<file path="src/rtl/if_fetch_unit.sv">
// Instruction fetch: owns the PC, picks sequential/branch/jump next PC, registers ROM data into IF/ID.
// One-cycle fetch latency; stall freezes PC and IF/ID, and redirects squash the in-flight fetch.
module if_fetch_unit #(
  parameter logic [31:0] RESET_PC  = 32'h0000_0000,
  parameter logic [31:0] PC_LIMIT  = 32'h0000_0100,
  parameter logic [31:0] NOP_INSTR = 32'h0000_0000
) (
  input  logic        clk,
  input  logic        rst,
  input  logic        stall,
  input  logic        br_taken,
  input  logic [31:0] br_pc_plus4,
  input  logic [15:0] br_offset,
  input  logic        jump_en,
  input  logic [25:0] jump_index,
  input  logic [31:0] i_out,
  output logic [31:0] pc_addr,
  output logic        cs_rom,
  output logic [31:0] if_id_instr,
  output logic [31:0] if_id_pc_plus4,
  output logic        if_id_valid
);

  logic [31:0] pc_q, pc_d;
  logic [31:0] instr_q, instr_d;
  logic [31:0] pc4_q, pc4_d;
  logic        valid_q, valid_d;

  logic [31:0] pc_plus4;
  logic [31:0] br_base;
  logic [31:0] br_target;
  logic [31:0] j_target;
  logic        in_range;

  assign pc_plus4  = pc_q + 32'd4;
  assign br_base   = br_pc_plus4 & ~32'h0000_0003;
  assign br_target = br_base + {{14{br_offset[15]}}, br_offset, 2'b00};
  assign j_target  = {br_pc_plus4[31:28], jump_index, 2'b00};
  assign in_range  = (pc_q < PC_LIMIT);

  always_comb begin
    pc_d    = pc_q;
    instr_d = instr_q;
    pc4_d   = pc4_q;
    valid_d = valid_q;
    if (!stall) begin
      if (br_taken || jump_en) begin
        // branch beats jump if decode ever asserts both
        pc_d    = br_taken ? br_target : j_target;
        instr_d = NOP_INSTR;
        pc4_d   = 32'd0;
        valid_d = 1'b0;
      end else begin
        pc_d    = pc_plus4;
        pc4_d   = pc_plus4;
        instr_d = in_range ? i_out : NOP_INSTR;
        valid_d = in_range;
      end
    end
  end

  always_ff @(posedge clk) begin
    if (rst) begin
      pc_q    <= RESET_PC;
      instr_q <= NOP_INSTR;
      pc4_q   <= 32'd0;
      valid_q <= 1'b0;
    end else begin
      pc_q    <= pc_d;
      instr_q <= instr_d;
      pc4_q   <= pc4_d;
      valid_q <= valid_d;
    end
  end

  assign pc_addr        = pc_q;
  assign cs_rom         = !rst && in_range;
  assign if_id_instr    = instr_q;
  assign if_id_pc_plus4 = pc4_q;
  assign if_id_valid    = valid_q;

endmodule
</file>
<file path="config.mk">
export PLATFORM = sky130hd
export DESIGN_NAME = if_fetch_unit
export DESIGN_NICKNAME = d
export VERILOG_FILES = /design/src/rtl/if_fetch_unit.sv
export SDC_FILE = /design/constraint.sdc
export NUM_CORES = 1
export LEC_CHECK = 0
export BUFFER_PORTS_ARGS = -buffer_cell sky130_fd_sc_hd__buf_2
export CAP_MARGIN = 25
export CORE_AREA = 3 3 113 115
export CTS_CLUSTER_DIAMETER = 120
export DETAILED_ROUTE_END_ITERATION = 12
export DIE_AREA = 0 0 116 118
export PLACE_DENSITY_LB_ADDON = 0.3
export SYNTH_ARGS = -nofsm -noshare
export SYNTH_HDL_FRONTEND = slang
export SYNTH_SLANG_ARGS = --single-unit
</file>
<file path="constraint.sdc">
create_clock -name clk -period 9.4 [get_ports clk]
set_input_delay 1.88 -clock clk [delete_from_list [all_inputs] [get_ports clk]]
set_output_delay 1.88 -clock clk [all_outputs]
set_load 0.02 [all_outputs]
</file>
Yosys cells after proc, flatten, opt, wreduce, memory -nomap -nowiden. Index checks and enable logic that the tools add are counted.

Input bits: 111. Register bits: 97. Output and inout port bits: 98.

Magnitude comparators: 1. Add/subtract/negate cells: 2. Reduce and logical (&&, ||, !) cells: 3. Muxes and demuxes: 6.

Operators with widths (count): 2-to-1 mux 32 bit (5); adder 32 x 3 -> 32 bit (second input constant) (1); adder 32 bit (1); less-than comparator 32 x 9 -> 1 bit (second input constant) (1); logical AND 1 bit (1); zero test 1 bit (1); logical OR 1 bit (1); 2-to-1 mux 1 bit (1).

Depth between registers and ports, before layout. Gate-level depths: netlist (run 1).

Depth after elaboration: 3. Mapped depth: 10. Gate-level depth less buffers: 10.

Worst setup path before layout (run 1). OpenSTA, ideal clock, no wires.

Path kind: input port to output port. Start point: input port rst. End point: output port cs_rom. Slack: 4767 ps. Data arrival time: 2753 ps. Path buffers: 2. Stages: 3. Cells stage by stage: clkbuf_1 clkbuf_1 nor3_1.

Word-level cells in the longest chain between the ends: 2.

Ends and longest elaborated chain: start, declared (line 9) `input logic rst,`; zero test 1 bit (line 77) `assign cs_rom = !rst && in_range;`; logical AND 1 bit (line 77); end, declared (line 18) `output logic cs_rom,`.

Every way passes these cells.

Worst setup path in the final report (run 1). Ends and elaborated chain as after synthesis.

==> flow_metrics.env, run 1 <==
export IMPL_synth_warn=0
export IMPL_grt_first_pass_wirelength_mm=28.2
export IMPL_critPathMaxStageDelay_ns=0.65
export IMPL_die_area_um2=13700
export IMPL_cell_types_with_the_largest_area_share_after_synthesis="dfxtp_1 32%, nor2_1 6.6%, ha_1 6.4%, a21oi_1 6.1%, a22oi_1 5.8%"
export IMPL_route_detailed_vias_per_inst=5.76
export IMPL_m1WireLength_mm=7.97
export IMPL_cts_buffers=9
export IMPL_wl_met2_mm=7.60
export IMPL_dieWidth_um=116
export IMPL_worst_hold_path_endpoint="if_id_pc_plus4[19]"
export IMPL_final_net_count=1053
export IMPL_grt_ovfl_total=0
export IMPL_routed_top_layer="met4"
export IMPL_port_buffers=202
export IMPL_yosys_most_used_dff="dfxtp_1"
export IMPL_post_place_cells=1047
export IMPL_io_pin_count=209
export IMPL_async_reset_ff_frac=0
export IMPL_regToRegEndpoint="pc_addr[24]"
export IMPL_tns_ns=0
export IMPL_post_synth_most_frequent_cells="103 x nor2_1, 93 x dfxtp_1, 72 x a21oi_1"
export IMPL_crit_buf_inv=3
export IMPL_worst_r2r_cell_count=9
export IMPL_multi_input_area_um2=3770
export IMPL_drt_initial_drc_count=538
export IMPL_clock_skew_final_ns=0.00488
export IMPL_max_clock_path_buffers=2
export IMPL_grt_max_degree=81
export IMPL_timing_final_hold_violations=0
export IMPL_crit_arrival_ns=3.06
export IMPL_routedWlPerCell_um=16.5
export IMPL_timing_critical_path_to_type="output pin"
export IMPL_power_leakage_nw=3.21
export IMPL_ys_ff_latch=93
export IMPL_clk_transition_reported_paths_ns=0.06
export IMPL_synth_edf_count=0
export IMPL_max_clock_freq_ghz=0.202
export IMPL_critical_path_slowest_cell="buf_4"
export IMPL_synth_most_common_cell="nor2_1"
export IMPL_min_path_cells=2
export IMPL_worst_setup_path_type="in2out"
export IMPL_power_total_mw=1.07
export IMPL_cell_area_after_technology_mapping_um2=5870
export IMPL_synth_area_per_inst_um2=7.91
export IMPL_core_area_um2=11900
export IMPL_die_ht_um=118
export IMPL_min_path_type="reg2reg"
export IMPL_worst_r2r_setup_slack_ns=6.43
export IMPL_clk_root_buffer_cell="clkbuf_16"
export IMPL_final_period_minus_worst_setup_slack_ns=4.94
export IMPL_post_synth_inst_count=742
export IMPL_worstSkewPairLatency_ns=0.34
export IMPL_route_detailed_drc=0
export IMPL_via_count_of_the_first_global_routing_pass=5576
export IMPL_synth_area_leader_cell="dfxtp_1"
export IMPL_yosysSeqAreaShare=0.317
export IMPL_critical_path_required_ns=7.52
export IMPL_critical_path_fanouts_max=80
export IMPL_regToRegStartpoint="pc_addr[2]"
export IMPL_postCtsSetupRepairBufs=0
export IMPL_synth_top_area_share=0.317
export IMPL_rows=40
export IMPL_num_fill_cells=1130
export IMPL_drt_wl_total_mm=17.5
export IMPL_initial_utilization=0.493
export IMPL_yosys_cell_types_count=72
export IMPL_finalNonFillerCells=1063
export IMPL_number_of_antenna_violations_at_the_first_check_in_global_routing=0
export IMPL_critical_path_most_common_cell="buf_2"
export IMPL_final_seq_area_um2=1860
export IMPL_route_antenna_remaining_nets=0
export IMPL_place_gp_congestion=0.951
export IMPL_gr_util_all_layers=0.251
export IMPL_slew_violations=0
export IMPL_firstDrtPassIters=5
export IMPL_hpwlAfterDp_mm=13.0
export IMPL_maxCapViolations=0
export IMPL_areaGrowthSynthToFinish_pct=22.9
export IMPL_status="finished clean"
export IMPL_antenna_cells=0
export IMPL_tightest_slew_ns=0.861
export IMPL_report_final_setup_viol=0
export IMPL_power_per_cell_area_nw_per_um2=148
export IMPL_crit_chain="buf_2, buf_4, nor3_1, buf_2"
export IMPL_grt_setup_unrepaired="no"
export IMPL_htreeDepth=3
export IMPL_cts_hold_buffers=0
export IMPL_max_slew_margin_rel=0.426
export IMPL_drive_gt1_frac=0.267
export IMPL_worst_ir_drop_vdd_mv=0.100
export IMPL_timing_critical_path_max_delay_family="buffers and inverters"
export IMPL_cts_num_sinks=93
export IMPL_met3_wirelength_mm=1.37
export IMPL_finalCritPeriodShare=0.525
export IMPL_hold_path_startpoint="if_id_pc_plus4[19]"
export IMPL_crit_start_category="input pin"
export IMPL_routed_via_count=6120
export IMPL_tritoncts="done"
export IMPL_post_cts_resized_instances=0
-- registers in the layout, summed over array words and instances, names as in the netlist --
| register | flops |
|---|---|
| if_id_pc_plus4 | 30 |
| if_id_instr | 32 |
| pc_addr | 30 |
| if_id_valid | 1 |
-- worst max-delay path by stage --
| stage | to | cells after the start | start |
|---|---|---|---|
| final | cs_rom | 4 | rst |
| after CTS | cs_rom | 4 | rst |
| after global placement | cs_rom | 4 | rst |
| after global routing | cs_rom | 4 | rst |
| after detailed placement | cs_rom | 4 | rst |
| after floorplan | cs_rom | 3 | rst |
-- final cells by class --
type	instances	share of cell area
multi-input combinational	589	0.523
inverter	11	0.00572
timing repair buffer	207	0.145
tap	147	0.0255
clock buffer	9	0.0312
clock inverter	7	0.0114
sequential	93	0.258
-- report_power, final --
group	internal [mW]	total, mW	switching (mW)
logic	0.103	0.260	0.157
registers	0.409	0.431	0.0224
clock network	0.210	0.375	0.164
-- placed cells by master, fill, tap and decap left out, types with 8 or more instances in the layout --
| cell | count |
|---|---|
| xor2_1 | 15 |
| buf_2 | 202 |
| and3_1 | 12 |
| a22oi_1 | 45 |
| nand2_1 | 54 |
| dfxtp_1 | 93 |
| xnor2_1 | 30 |
| mux2i_1 | 8 |
| nand4_1 | 10 |
| nor4_1 | 9 |
| a21o_1 | 12 |
| o21ai_0 | 42 |
| clkbuf_16 | 9 |
| ha_1 | 30 |
| inv_1 | 9 |
| a211oi_1 | 11 |
| nor2_1 | 103 |
| nor3_1 | 18 |
| nand3_1 | 22 |
| a21oi_1 | 72 |
-- logic make-up after synthesis --
family | after synthesis | synth area share
and+or+nand+nor | 261 | 0.211
AOI/OAI and AO/OA | 239 | 0.277
DFF | 93 | 0.317
buffers and inverters | 63 | 0.0437
xor gates and xnor gates | 45 | 0.0672
adders and majority gates | 31 | 0.0674
muxes | 9 | 0.0156
other | 1 | 0.000639
-- per-layer routing --
layer  track usage  vias up
li1              -     3058
met1         0.360     2746
met2         0.371      271
met3        0.0303       45
met4         0.119        0
met5             0        -
-- worst reg2reg max path: cells and delay by family (launching register included) --
family	cells	cell delay [ns]
flip-flops	1	0.44
AO/OA/AOI/OAI	2	0.85
adder cells (fa/ha/maj)	1	0.30
AND/OR/NAND/NOR	5	1.02
XOR/XNOR	1	0.20
-- metrics by stage --
step,instance area (µm²),utilization,setup WS (ns),hold WS (ns)
2_1_floorplan,5880,-,4.77,0.541
3_3_place_gp,6910,0.580,4.47,0.448
3_5_place_dp,6910,0.580,4.48,0.462
4_1_cts,7210,0.606,4.46,0.473
5_1_grt,7210,0.606,4.36,0.483
6_report,7210,0.606,4.46,0.472
No activity file was read; power rests on OpenSTA's default activity.
==> inputs of run 2 (changes only) <==
- ABC_AREA: not set -> 1
- CORE_AREA: 3 3 113 115 -> 3 3 120 122
- DIE_AREA: 0 0 116 118 -> 0 0 123 125
- clock period: 9.4 -> 4.9 ns (I/O delays scaled with it)
==> run 2 against run 1 <==
Effect of this change:
- cell count is 38% higher
- sequential power is 93% higher
- via count is 23% higher
- die area is 12% higher
- critical endpoint is now pc_addr[2]
- largest power group unchanged
==> flow_metrics.env, run 2 <==
export IMPL_cts_num_sinks=93
export IMPL_async_reset_ff_frac=0
export IMPL_post_synth_inst_count=1106
export IMPL_clk_root_buffer_cell="clkbuf_16"
export IMPL_worst_setup_path_type="in2reg"
export IMPL_yosys_most_used_dff="dfxtp_1"
export IMPL_synth_area_per_inst_um2=6.07
export IMPL_final_period_minus_worst_setup_slack_ns=3.07
export IMPL_regToRegEndpoint="pc_addr[16]"
export IMPL_grt_first_pass_wirelength_mm=33.7
export IMPL_flip_flop_count_of_the_largest_register_after_layout=32
export IMPL_synth_area_leader_cell="dfxtp_1"
export IMPL_final_setup_worst_slack_ns=1.83
export IMPL_min_path_type="reg2reg"
export IMPL_synth_warn=0
export IMPL_timing_final_hold_violations=0
export IMPL_final_net_count=1430
export IMPL_drive_gt1_frac=0.219
export IMPL_finalNonFillerCells=1469
export IMPL_worst_r2r_setup_slack_ns=2.69
export IMPL_die_ht_um=125
export IMPL_most_common_layout_cells="358 x nand2_1, 202 x buf_2, 144 x inv_1"
export IMPL_io_pin_count=209
export IMPL_max_clock_path_buffers=2
export IMPL_maxCapViolations=0
export IMPL_via_count_of_the_first_global_routing_pass=6754
export IMPL_synth_top_area_share=0.277
export IMPL_gr_util_all_layers=0.269
export IMPL_post_synth_most_frequent_cells="358 x nand2_1, 145 x inv_1, 94 x a21oi_1"
export IMPL_regToRegStartpoint="pc_addr[2]"
export IMPL_initial_utilization=0.505
export IMPL_ys_ff_latch=93
export IMPL_drt_initial_drc_count=656
export IMPL_synth_most_common_cell="nand2_1"
export IMPL_core_area_um2=13300
export IMPL_die_area_um2=15400
export IMPL_max_clock_freq_ghz=0.326
export IMPL_crit_start_category="input pin"
export IMPL_grt_ovfl_total=0
export IMPL_cell_types_with_the_largest_area_share_after_synthesis="dfxtp_1 28%, nand2_1 20%, inv_1 8.1%, a21oi_1 7.0%, nand3_1 6.6%"
export IMPL_yosys_cell_types_count=43
export IMPL_slew_violations=0
export IMPL_rows=42
export IMPL_worstSkewPairLatency_ns=0.35
export IMPL_worst_ir_drop_vdd_mv=0.157
export IMPL_worst_r2r_cell_count=12
export IMPL_firstDrtPassIters=5
export IMPL_min_path_cells=2
export IMPL_place_ws_ns=1.52
export IMPL_power_leakage_nw=4.20
export IMPL_tritoncts="done"
export IMPL_antenna_cells=0
export IMPL_postCtsSetupRepairBufs=0
export IMPL_drt_wl_total_mm=21.0
export IMPL_routedWlPerCell_um=14.3
export IMPL_cts_buffers=9
export IMPL_post_cts_resized_instances=0
export IMPL_timing_critical_path_to_type="register"
export IMPL_report_final_setup_viol=0
export IMPL_route_detailed_vias_per_inst=5.14
export IMPL_cell_area_after_technology_mapping_um2=6710
export IMPL_critical_path_required_ns=5.10
export IMPL_status="finished clean"
export IMPL_setup_worst_path_end="pc_addr[2]"
export IMPL_max_slew_margin_rel=0.447
export IMPL_clk_transition_reported_paths_ns=0.07
export IMPL_route_detailed_drc=0
export IMPL_crit_arrival_ns=3.26
export IMPL_clock_skew_final_ns=0.00560
export IMPL_finalCritPeriodShare=0.626
export IMPL_power_per_cell_area_nw_per_um2=256
export IMPL_num_fill_cells=1419
export IMPL_place_gp_congestion=0.979
export IMPL_port_buffers=202
export IMPL_timing_critical_path_from="br_taken"
export IMPL_yosysSeqAreaShare=0.277
export IMPL_grt_max_degree=59
export IMPL_tns_ns=0
export IMPL_tightest_slew_ns=0.824
export IMPL_number_of_antenna_violations_at_the_first_check_in_global_routing=0
export IMPL_hpwlAfterDp_mm=16.5
export IMPL_critical_path_fanouts_max=28
export IMPL_layout_cells_most_common="nand2_1"
export IMPL_synth_edf_count=0
export IMPL_route_antenna_remaining_nets=0
export IMPL_areaGrowthSynthToFinish_pct=20.9
export IMPL_htreeDepth=3
export IMPL_grt_setup_unrepaired="no"
export IMPL_routed_via_count=7557
export IMPL_cts_hold_buffers=0
export IMPL_dieWidth_um=123
export IMPL_post_place_cells=1453
[run 2: changes by cell type in the layout (fill, tap and decap cells not counted), moves of 13 or more]
cell	delta
inv_1	+135
xnor2_1	-26
a22oi_1	-42
nand2_1	+304
nand3_1	+66
nand2_2	+13
nor2_1	-15
a21oi_1	+22
[run 2: final cells by class]
type,count,area (µm²),area share
inverters,154,579,0.0714
repair buffers,206,1060,0.131
clock inverters,7,81.3,0.0100
clock buffers,9,225,0.0277
flip-flops and latches,93,1860,0.229
well taps,176,220,0.0271
multi-input cells,824,4090,0.504
[run 2: worst min path at each step]
stage | from | to
3_3_place_gp | if_id_instr[24] | if_id_instr[24]
2_1_floorplan | if_id_instr[2] | if_id_instr[2]
3_5_place_dp | if_id_pc_plus4[29] | if_id_pc_plus4[29]
4_1_cts | if_id_instr[19] | if_id_instr[19]
6_report | if_id_pc_plus4[29] | if_id_pc_plus4[29]
5_1_grt | if_id_instr[26] | if_id_instr[26]
[run 2: report_power, final]
part | internal (mW) | switching [mW] | total, mW | leakage (nW)
clock | 0.402 | 0.310 | 0.712 | 0.141
sequential | 0.790 | 0.0428 | 0.833 | 0.761
combinational | 0.186 | 0.349 | 0.535 | 3.30
total | 1.38 | 0.701 | 2.08 | 4.20
[run 2: metrics by stage]
stage | power (mW) | cell area [µm²] | utilization | hold WS [ns]
floorplan | 1.20 | 6730 | - | 0.545
global placement | 1.37 | 7780 | 0.585 | 0.449
detailed placement | 1.38 | 7810 | 0.587 | 0.452
CTS | 2.08 | 8120 | 0.610 | 0.463
global route | 2.19 | 8120 | 0.610 | 0.482
finish | 2.08 | 8120 | 0.610 | 0.462
[run 2: cell families after synthesis]
| kind of cell | after synthesis | synth area share |
|---|---|---|
| xor gates and xnor gates | 12 | 0.0157 |
| and+or+nand+nor | 597 | 0.383 |
| buffers and inverters | 192 | 0.116 |
| adders and majority gates | 31 | 0.0589 |
| other | 1 | 0.000559 |
| DFF | 93 | 0.277 |
| AOI/OAI and AO/OA | 180 | 0.149 |
[run 2: metal layers]
layer,GRT usage,share of wire,wire [µm],vias to the layer above
met4,0.0638,0.018,384,0
met1,0.386,0.46,9570,3309
li1,-,-,-,3891
met2,0.420,0.44,9200,326
met5,0,0,0,-
met3,0.0497,0.086,1810,31
[run 2: critical path: stages]
cell and delay [ns]:
buf_2 0.44, inv_1 0.30, nand2_1 0.15, clkinv_1 0.66
a22oi_1 0.57, a221oi_1 0.14
